File: src/rtl/fifo_bit_packer_if.sv
// Read-side FIFO bit interface plus packed-word valid/ready output.
// The packer uses the slave view; whoever feeds it uses the master view.
interface fifo_bit_packer_if #(
    parameter int unsigned WIDTH = 8
);
    localparam int unsigned LEN_W = $clog2(WIDTH) + 1;

    logic             empty;
    logic             data_1b_in;
    logic             rd_en;
    logic             flush;
    logic [WIDTH-1:0] word_out;
    logic [LEN_W-1:0] word_len;
    logic             word_valid;
    logic             word_ready;

    modport slave (
        input  empty, data_1b_in, flush, word_ready,
        output rd_en, word_out, word_len, word_valid
    );

    modport master (
        output empty, data_1b_in, flush, word_ready,
        input  rd_en, word_out, word_len, word_valid
    );
endinterface

File: src/rtl/fifo_bit_packer.sv
// Drains a 1-bit FIFO one bit per cycle and packs the bits into WIDTH-bit words
// presented on a valid/ready port; a flush publishes a partially filled word.
module fifo_bit_packer #(
    parameter int unsigned WIDTH     = 8,
    parameter bit          LSB_FIRST = 1'b1
) (
    input logic              clk,
    input logic              rst,
    fifo_bit_packer_if.slave bus
);
    localparam int unsigned      LEN_W    = $clog2(WIDTH) + 1;
    localparam int unsigned      IDX_W    = $clog2(WIDTH);
    localparam logic [LEN_W-1:0] FULL_LEN = LEN_W'(WIDTH);
    localparam logic [LEN_W-1:0] LAST_IDX = LEN_W'(WIDTH - 1);

    typedef enum logic [0:0] {
        ST_COLLECT = 1'b0,
        ST_HOLD    = 1'b1
    } state_e;

    state_e           state_q, state_d;
    logic [LEN_W-1:0] cnt_q, cnt_d;
    logic             cap_q, cap_d;
    logic             flush_pend_q, flush_pend_d;
    logic [WIDTH-1:0] word_q, word_d;
    logic [LEN_W-1:0] len_q, len_d;
    logic             valid_q, valid_d;
    logic             rd_en_c;
    logic [LEN_W-1:0] fill_c;

    // Bits already captured plus the one in flight from the FIFO.
    assign fill_c = cnt_q + LEN_W'(cap_q);

    always_ff @(posedge clk or negedge rst) begin
        if (!rst) begin
            state_q      <= ST_COLLECT;
            cnt_q        <= '0;
            cap_q        <= 1'b0;
            flush_pend_q <= 1'b0;
            word_q       <= '0;
            len_q        <= '0;
            valid_q      <= 1'b0;
        end else begin
            state_q      <= state_d;
            cnt_q        <= cnt_d;
            cap_q        <= cap_d;
            flush_pend_q <= flush_pend_d;
            word_q       <= word_d;
            len_q        <= len_d;
            valid_q      <= valid_d;
        end
    end

    always_comb begin
        state_d      = state_q;
        cnt_d        = cnt_q;
        flush_pend_d = flush_pend_q | bus.flush;
        word_d       = word_q;
        len_d        = len_q;
        valid_d      = valid_q;
        rd_en_c      = 1'b0;

        case (state_q)
            ST_COLLECT: begin
                // rst gating keeps the pop request low while held in reset.
                rd_en_c = rst && !bus.empty && !flush_pend_q && (fill_c < FULL_LEN);
                if (cap_q) begin
                    if (LSB_FIRST) begin
                        word_d[cnt_q[IDX_W-1:0]] = bus.data_1b_in;
                    end else begin
                        word_d = {word_q[WIDTH-2:0], bus.data_1b_in};
                    end
                    cnt_d = cnt_q + LEN_W'(1);
                    if (cnt_q == LAST_IDX) begin
                        state_d = ST_HOLD;
                        valid_d = 1'b1;
                        len_d   = FULL_LEN;
                        cnt_d   = '0;
                    end
                end else if (flush_pend_q) begin
                    // Serviced only once no popped bit is still in flight.
                    flush_pend_d = bus.flush;
                    if (cnt_q != '0) begin
                        state_d = ST_HOLD;
                        valid_d = 1'b1;
                        len_d   = cnt_q;
                        cnt_d   = '0;
                        if (!LSB_FIRST) begin
                            word_d = word_q << (FULL_LEN - cnt_q);
                        end
                    end
                end
            end

            ST_HOLD: begin
                if (bus.word_ready) begin
                    state_d = ST_COLLECT;
                    valid_d = 1'b0;
                    word_d  = '0;
                end
            end

            default: begin
                state_d = ST_COLLECT;
            end
        endcase
    end

    assign cap_d          = rd_en_c;
    assign bus.rd_en      = rd_en_c;
    assign bus.word_out   = word_q;
    assign bus.word_len   = len_q;
    assign bus.word_valid = valid_q;
endmodule

File: src/flat_wrapper.sv
// flat-port wrapper written by rule: the top's interface ports become plain ports
module fifo_bit_packer_flat 
#(
    parameter int unsigned WIDTH     = 8,
    parameter bit          LSB_FIRST = 1'b1
)
  (clk, rst, bus_empty, bus_data_1b_in, bus_flush, bus_word_ready, bus_rd_en, bus_word_out, bus_word_len, bus_word_valid);
  fifo_bit_packer_if #(.WIDTH(WIDTH)) bus_i ();
  input logic clk;
  input logic rst;
  input wire logic [$bits(bus_i.empty)-1:0] bus_empty;
  input wire logic [$bits(bus_i.data_1b_in)-1:0] bus_data_1b_in;
  input wire logic [$bits(bus_i.flush)-1:0] bus_flush;
  input wire logic [$bits(bus_i.word_ready)-1:0] bus_word_ready;
  output wire logic [$bits(bus_i.rd_en)-1:0] bus_rd_en;
  output wire logic [$bits(bus_i.word_out)-1:0] bus_word_out;
  output wire logic [$bits(bus_i.word_len)-1:0] bus_word_len;
  output wire logic [$bits(bus_i.word_valid)-1:0] bus_word_valid;
  assign bus_i.empty = bus_empty;
  assign bus_i.data_1b_in = bus_data_1b_in;
  assign bus_i.flush = bus_flush;
  assign bus_i.word_ready = bus_word_ready;
  assign bus_rd_en = bus_i.rd_en;
  assign bus_word_out = bus_i.word_out;
  assign bus_word_len = bus_i.word_len;
  assign bus_word_valid = bus_i.word_valid;
  fifo_bit_packer #(.WIDTH(WIDTH), .LSB_FIRST(LSB_FIRST)) u_core (.clk(clk), .rst(rst), .bus(bus_i));
endmodule
File: config.mk
export PLATFORM = sky130hd
export DESIGN_NAME = fifo_bit_packer_flat
export DESIGN_NICKNAME = d
export VERILOG_FILES = /design/src/rtl/fifo_bit_packer_if.sv /design/src/rtl/fifo_bit_packer.sv /design/src/flat_wrapper.sv
export SDC_FILE = /design/constraint.sdc
export NUM_CORES = 1
export LEC_CHECK = 0
export CORE_MARGIN = 2
export CORE_UTILIZATION = 50
export CTS_CLUSTER_DIAMETER = 200
export DETAILED_ROUTE_END_ITERATION = 10
export PLACE_DENSITY_LB_ADDON = 0.25
export SYNTH_ARGS = -nofsm -noshare
export SYNTH_HDL_FRONTEND = slang
export SYNTH_SLANG_ARGS = --single-unit
export TNS_END_PERCENT = 1
File: constraint.sdc
create_clock -name clk -period 2 [get_ports clk]
set_input_delay 0.3 -clock clk [delete_from_list [all_inputs] [get_ports clk]]
set_output_delay 0.3 -clock clk [all_outputs]
set_load 0.01 [all_outputs]
# [Word-level counts from Yosys, hierarchy flattened]
# Cells that the tools add are included.
[op_classes] reduce_logical=13 muxes=30 eq_ne=7 addsub=2 magnitude_cmp=3 bitwise_logic=2
[op_table] cell="$mux W4" n=8
[op_table] cell="$mux W8" n=2
[op_table] cell="$pmux W8 S2" n=1
[op_table] cell="$mux W1" n=15
[op_table] cell="$bwmux W8" n=1
[op_table] cell="$reduce_and A4 Y1" n=2
[op_table] cell="$ne A3 B1 Y1 const B" n=2
[op_table] cell="$add A4 B1 Y4" n=1
[op_table] cell="$add A4 B1 Y4 const B" n=1
[op_table] cell="$eq A4 B3 Y1 const B" n=1
[op_table] cell="$logic_and A1 B1 Y1" n=4
[op_table] cell="$lt A3 B4 Y1 const B" n=1
[op_table] cell="$lt A4 B4 Y1 const B" n=1
[op_table] cell="$ne A2 B2 Y1 const B" n=2
[op_table] cell="$pmux W1 S2" n=2
[op_table] cell="$reduce_bool A2 Y1" n=2
[op_table] cell="$reduce_bool A4 Y1" n=1
[op_table] cell="$demux W1 S3" n=1
[op_table] cell="$ge A3 B1 Y1 const B" n=1
[op_table] cell="$ne A3 B3 Y1 const B" n=1
[op_table] cell="$reduce_and A3 Y1" n=1
[op_table] cell="$logic_not A1 Y1" n=2
[op_table] cell="$ne A2 B1 Y1 const B" n=1
[op_table] cell="$reduce_and A2 Y1" n=1
[op_table] cell="other kinds (2)" n=2
[word_totals] out_inout_bits=14 regBits=20

# [Longest topological paths before layout]
# Gate-level depths: netlist (run 1).
[depth] ltp_word=7 mapped_depth=6 depth_no_buf=5

# [Worst setup path after synthesis (run 1)]
# No wires, ideal clock.
[synth_timing] path_kind="reg2reg" start="register u_core.cnt_q[0]" end="register u_core.cnt_q[3]" arrival_ns=1.552 stages_incl_launch_ff=7 synth_period_minus_slack_ns=1.626 path_slack_ns=0.374 setup_time_ns=0.073 t_required_ns=1.927 cell_sequence="dfrtp_1 > buf_2 > inv_1 > ha_1 > nor4b_2 > or4_4 > a21oi_2"
[synth_between] elab_chain_cells=3 word_cells_on_any_way=7
[synth_rtl] element="from (decl)" line_no="fifo_bit_packer.sv:22" text="logic [LEN_W-1:0] cnt_q, cnt_d;"
[synth_rtl] element="from (signal assigned)" line_no="fifo_bit_packer.sv:45" text="cnt_q <= cnt_d;"
[synth_rtl] element="$add A4 B1 Y4 (tied with other cells)" line_no="fifo_bit_packer.sv:73" text="cnt_d = cnt_q + LEN_W'(1);"
[synth_rtl] element="$mux W4 / $reduce_bool A2 Y1 (equally long branches)"
[synth_rtl] element="$mux W4 / $reduce_and A3 Y1 (equally long branches)"
# Parallel ways exist; a longest one is shown, timed or not.
# A chain may end at the register's enable or synchronous reset.

# [Worst setup path in the final report (run 1)]
[layout_timing] start="register u_core.cnt_q[0]" end="output port bus_rd_en"
[layout_between] elab_chain_cells=4
[layout_rtl] element="$add A4 B1 Y4" line_no="fifo_bit_packer.sv:32" text="assign fill_c = cnt_q + LEN_W'(cap_q);"
[layout_rtl] element="$lt A4 B4 Y1" line_no="fifo_bit_packer.sv:66" text="rd_en_c = rst && !bus.empty && !flush_pend_q && (fill_c < FULL_LEN);"
[layout_rtl] element="$logic_and A1 B1 Y1" line_no="fifo_bit_packer.sv:66"
[layout_rtl] element="$mux W1" line_no="fifo_bit_packer.sv:63" text="case (state_q)"
[layout_rtl] element="to (decl)" line_no="flat_wrapper.sv:15" text="output wire logic [$bits(bus_i.rd_en)-1:0] bus_rd_en;"
# No other way between the ends.

==> qor.yml, run 1 <==
yosys:
  yosysWarningCount: 0
  synth_area_um2: 1050
  synth_cell_types: 33
  yosysSeqAreaShare_pct: 47.6
  synth_edf_count: 0
  yosysTopAreaCell: "dfrtp_1"
  async_flop_share_pct: 100
  syn_inst: 98
  synth_area_leaders: "dfrtp_1 48%, mux2i_1 8.6%, o21ai_0 4.8%, nand2_1 3.9%, a22o_1 3.3%"
  synth_top_area_share_pct: 47.6
  yosys_most_used_dff: "dfrtp_1"
  synth-seq-cells: 20
  synth.avg_cell_area_um2: 10.7
  synth.net_count: 106
clock_network:
  cts_tree: "done"
  clock_sinks: 20
  clkTransAtPathRegs_ns: 0.10
  holdBufCountCts: 0
  cts_setup_buffers: 0
  clockBufferDepth: 2
  htreeDepth: 1
  clk_latency_ns: 0.30
  cts-buffers-inserted: 3
  cts_root_buf: "clkbuf_4"
setup_path:
  rr_endpoint: "u_core.state_q$_DFF_PN0_"
  required_ns: 1.70
  endpoint_kind: "output port"
  regToRegStartpoint: "u_core.cnt_q[0]$_DFFE_PN0P_"
  start_kind: "flip-flop"
  critPathArrivalTime_ns: 1.51
  critPathKind: "reg -> out"
  startpoint: "u_core.cnt_q[0]$_DFFE_PN0P_"
  path_cells: "nand4_1, xnor2_1, nor4_2, dlygate4sd2_1"
  cp-endpoint: "bus_rd_en"
  slowest_delay_ns: 0.37
  slowest_stage: "dfrtp_1"
  r2r_slack_ns: 0.21
  r2r_cells: 6
  cp_max_fo: 2
power:
  p_total_uw: 1290
  leakage_uw: 0.000577
  peakVddDrop_uv: 762
  power_density_nw_per_um2: 979
global_routing:
  first_global_vias: 833
  grt_max_degree: 21
  grt-ovfl-total: 0
  grt_pass1_wl_um: 3700
  antenna_found_initial: 0
  track_usage_pct: 19.7
cells_and_area:
  fin_cells: 149
  drive_gt1_share_pct: 16.4
  antenna_cells: 0
  fin_nets: 132
  final_cell_mix: "20 x dfrtp_1, 18 x clkdlybuf4s50_1, 11 x nand2_1, 10 x o21ai_0, 9 x mux2i_1"
  area_growth_syn_to_layout_pct: 25.4
  final_common_cell: "dfrtp_1"
  post-route-util_pct: 66.5
die:
  die_area_um2: 2480
  die_w_um: 49.8
  coreArea_um2: 1980
  num_io_pins: 20
  rows: 16
  die_h_um: 49.8
  start_util_pct: 53.0
placement:
  place_ws_ns: -0.0945
  dp_cells: 146
  hpwl_um: 1550
  portBuffers: 19
  place.gp.congestion: 0.811
sta:
  period_share_pct: 90.6
  clock.fmax_ghz: 0.552
  finalMaxSlewViolations: 0
  tns_ns: 0
  finalCriticalPeriod_ns: 1.81
  worst_clock_skew_ns: 0.00220
  finalHoldViolCount: 0
  setup_viol: 0
  grt_setup_unrepaired: "false"
  tightest_slew_ns: 0.459
  setup_ws_ns: 0.187
  relSlewSlack_pct: 69.3
job:
  cap_violations: 0
drt:
  drc_errors: 0
  vias_per_cell: 5.49
  drt_pass1_iterations: 5
  wl_per_cell_um: 14.3
  route.antenna.remaining_nets: 0
  wirelength_um: 2140
  drtIter0Drc: 9
  num_vias: 818
worst_hold_path:
  hold_path_class: "in -> async"
outcome:
  status: "complete, no violations"
stage by stage:
step	cell area [um^2]	hold WS, ns
floorplan	1050	0.00441
global placement	1290	0.473
detailed placement	1290	0.492
CTS	1310	0.404
global route	1320	0.415
finish	1320	0.385
critical path, delay by kind of cell, from the launching register on:
kind | cells | cell delay [ns]
AND/OR/NAND/NOR | 2 | 0.35
XOR/XNOR | 1 | 0.18
buffers and inverters | 1 | 0.31
flip-flops | 1 | 0.37
registers in the layout (all words and copies together) (netlist names):
| name | cells |
|---|---|
| u_core.cap_q | 1 |
| u_core.flush_pend_q | 1 |
| u_core.bus.word_valid | 1 |
| u_core.cnt_q | 4 |
| u_core.state_q | 1 |
| u_core.bus.word_len | 4 |
| u_core.bus.word_out | 8 |
metal layers:
layer	vias to the layer above	wire [um]	GRT usage, %
li1	396	-	-
met1	396	956	25.5
met2	23	1080	32.4
met3	3	62	3.03
met4	0	33	8.80
met5	-	0	0
how the worst min path moves through the flow:
stage | start | end | slack (ns) | cells past startpoint
2_1_floorplan | rst | u_core.bus.word_len[0]$_DFFE_PN0P_ | 0.004 | 0
3_3_place_gp | u_core.bus.word_valid$_DFFE_PN0P_ | u_core.bus.word_valid$_DFFE_PN0P_ | 0.47 | 1
3_5_place_dp | u_core.bus.word_valid$_DFFE_PN0P_ | u_core.bus.word_valid$_DFFE_PN0P_ | 0.49 | 1
4_1_cts | rst | u_core.cnt_q[1]$_DFFE_PN0P_ | 0.40 | 2
5_1_grt | rst | u_core.cnt_q[1]$_DFFE_PN0P_ | 0.42 | 2
6_report | rst | u_core.cnt_q[1]$_DFFE_PN0P_ | 0.38 | 2
cells by family (layout without fill, tap and decap cells):
logic type	Yosys count	after routing	share of synthesized area, %
AO/OA/AOI/OAI	21	21	13.9
flip-flops	20	20	47.6
adder cells (fa/ha/maj)	2	2	2.38
multiplexers	9	9	8.57
AND/OR/NAND/NOR	34	34	21.0
buffers and inverters	11	35	5.71
XOR/XNOR	1	1	0.833
where the power goes:
part	internal (uW)	leakage, uW	total [uW]	switching, uW
logic	277	0.000294	552	275
registers	493	0.000269	548	54.9
clock network	70.4	0.0000138	190	120
Yosys cell counts (all sizes together), types with 2 or more instances:
library cell	number
and4bb	2
a21oi	2
dfrtp	20
a22o	4
inv	6
nor4	2
nand2b	4
nand2	11
o21ai	10
mux2i	9
nand4b	3
ha	2
nor4b	2
buf	5
repair_timing:
item	in CTS	in global routing
setup endpoints to repair	1	1
cloned	0	0
pin swaps	0	0
resized for setup	1	1
endpoints found under the hold margin	0	0
cell type report:
cell class / instances / area (um^2)
inverters: 6 / 22.5
clock buffers: 3 / 22.5
repair buffers: 26 / 241
well taps: 27 / 33.8
flip-flops and latches: 20 / 500
multi-input cells: 67 / 497
fillers: 146 / 664
(Power assumes the default switching activity.)
==> run 2, diff against run 1 <==
- SKIP_CTS_REPAIR_TIMING: unset -> 1
==> run 2 against run 1 <==
- sequential power hardly changed
- utilization is 0.19 points higher
- register-to-register slack hardly changed
- total power hardly changed
- via count is 0.24% lower
- fmax is 1.4% higher
- sequential share of layout area is 0.11 points lower
- non-clock buffer count stayed put
- critical endpoint is now u_core.state_q$_DFF_PN0_
- largest power group unchanged
==> qor.yml, run 2 (synthesis results as in run 1) <==
sta:
  finalCriticalPeriod_ns: 1.79  # -0.0249 ns
  finalHoldViolCount: 0  # unchanged
  setup_viol: 0  # unchanged
  fin_hold_ws_ns: 0.385  # -0.000135 ns
  worst_clock_skew_ns: 0.00228  # +0.0000820 ns
  period_share_pct: 89.4  # -1.2 points
  relSlewSlack_pct: 69.3  # unchanged
  finalMaxSlewViolations: 0  # unchanged
  grt_setup_unrepaired: "false"
  tightest_slew_ns: 0.459  # unchanged
  clock.fmax_ghz: 0.559  # +1.4%
die:
  rows: 16  # unchanged
  start_util_pct: 53.0  # unchanged
  num_io_pins: 20  # unchanged
  die_w_um: 49.8  # unchanged
  die_h_um: 49.8  # unchanged
  coreArea_um2: 1980  # unchanged
  die_area_um2: 2480  # unchanged
setup_path:
  start_kind: "flip-flop"
  critPathKind: "reg -> reg"
  critPathArrivalTime_ns: 1.98  # +0.47 ns
  required_ns: 2.19  # +0.49 ns
  endpoint_kind: "flip-flop"
  cp_max_fo: 11  # +9
cells_and_area:
  final_common_cell: "dfrtp_1"
  post-route-util_pct: 66.7  # +0.19 points
  fill_cells: 146  # unchanged
  final_cell_mix: "20 x dfrtp_1, 18 x clkdlybuf4s50_1, 11 x nand2_1, 10 x o21ai_0, 9 x mux2i_1"
  fin_cells: 149  # unchanged
  largest_reg_flops: 8  # unchanged
  drive_gt1_share_pct: 16.4  # unchanged
  fin_area_um2: 1320  # +0.29%
  antenna_cells: 0  # unchanged
  area_growth_syn_to_layout_pct: 25.7
  fin_nets: 132  # unchanged
drt:
  num_vias: 816  # -0.24%
  wirelength_um: 2130  # -0.28%
  drc_errors: 0  # unchanged
  route.antenna.remaining_nets: 0  # unchanged
  wl_per_cell_um: 14.3  # -0.28%
  drt_pass1_iterations: 5  # unchanged
  vias_per_cell: 5.48  # -0.24%
  drtIter0Drc: 9  # unchanged
job:
  cap_violations: 0  # unchanged
outcome:
  status: "complete, no violations"
clock_network:
  clk_latency_ns: 0.30  # about the same
  cts_root_buf: "clkbuf_4"
  clkTransAtPathRegs_ns: 0.10  # about the same
  clock_sinks: 20  # unchanged
  cts-buffers-inserted: 3  # unchanged
  htreeDepth: 1  # unchanged
  cts_tree: "done"
  clockBufferDepth: 2  # unchanged
global_routing:
  grt_pass1_wl_um: 3700  # unchanged
  track_usage_pct: 19.7  # unchanged
  grt-ovfl-total: 0  # unchanged
  grt_max_degree: 21  # unchanged
  antenna_found_initial: 0  # unchanged
  first_global_vias: 833  # unchanged
power:
  power_density_nw_per_um2: 977  # -0.26%
  peakVddDrop_uv: 762  # about the same
  leakage_uw: 0.000590  # +2.2%
worst_hold_path:
  hold_path_class: "in -> async"
placement:
  dp_cells: 146  # unchanged
  hpwl_um: 1550  # unchanged
  place_area_um2: 1290  # unchanged
  portBuffers: 19  # unchanged
  place.gp.congestion: 0.811  # unchanged
-- run 2: where the power goes --
part / internal, uW / switching, uW
Combinational: 277 / 275
Clock: 70.4 / 120
Sequential: 493 / 54.9
-- run 2: critical path: stages (launching register included) --
cell,delay (ns)
dfrtp_1,0.40
buf_4,0.17
inv_1,0.08
ha_1,0.16
nor3b_1,0.40
a211oi_2,0.15
or2_2,0.32
-- run 2: stage by stage --
| step | worst slack [ns] | setup TNS (ns) | total power (uW) |
|---|---|---|---|
| 6_report | 0.212 | 0 | 1290 |
| 5_1_grt | 0.0596 | 0 | 1380 |
| 4_1_cts | -0.204 | -0.204 | 1300 |
| 3_5_place_dp | -0.0945 | -0.0945 | 1100 |
| 3_3_place_gp | -0.0860 | -0.0860 | 1090 |
| 2_1_floorplan | 0.374 | 0 | 874 |
-- run 2: layout make-up --
type	count	area [um^2]	share of cell area, %
Sequential cell	20	500	37.9
Multi-Input combinational cell	67	497	37.6
Timing Repair Buffer	26	245	18.6
Tap cell	27	33.8	2.56
Clock buffer	3	22.5	1.70
Inverter	6	22.5	1.70
-- run 2: metal layers --
metal	vias up	share of wire, %	GRT usage [%]
met5	-	0	0
met4	0	1.5	8.80
met3	3	2.9	3.03
met2	21	51	32.4
met1	396	45	25.5
li1	396	-	-
-- run 2: final timing paths --
path                       cells after the start                            endpoint  slack, ns                          startpoint
min reg2reg                                    1  u_core.bus.word_len[0]$_DFFE_PN0P_       0.52  u_core.bus.word_len[0]$_DFFE_PN0P_
min                                            2         u_core.cnt_q[1]$_DFFE_PN0P_       0.38                                 rst
max in group asynchronous                      2  u_core.bus.word_out[1]$_DFFE_PN0P_       1.40                                 rst
max                                            6            u_core.state_q$_DFF_PN0_       0.21         u_core.cnt_q[0]$_DFFE_PN0P_
max reg2reg                                    6            u_core.state_q$_DFF_PN0_       0.21         u_core.cnt_q[0]$_DFFE_PN0P_
min in group clk                               1  u_core.bus.word_len[0]$_DFFE_PN0P_       0.52  u_core.bus.word_len[0]$_DFFE_PN0P_
==> run 3, diff against run 2 <==
- SKIP_CTS_REPAIR_TIMING: 1 -> unset
==> results of run 3 <==
No change in the layout: final DEF, timing and power equal those of run 1.
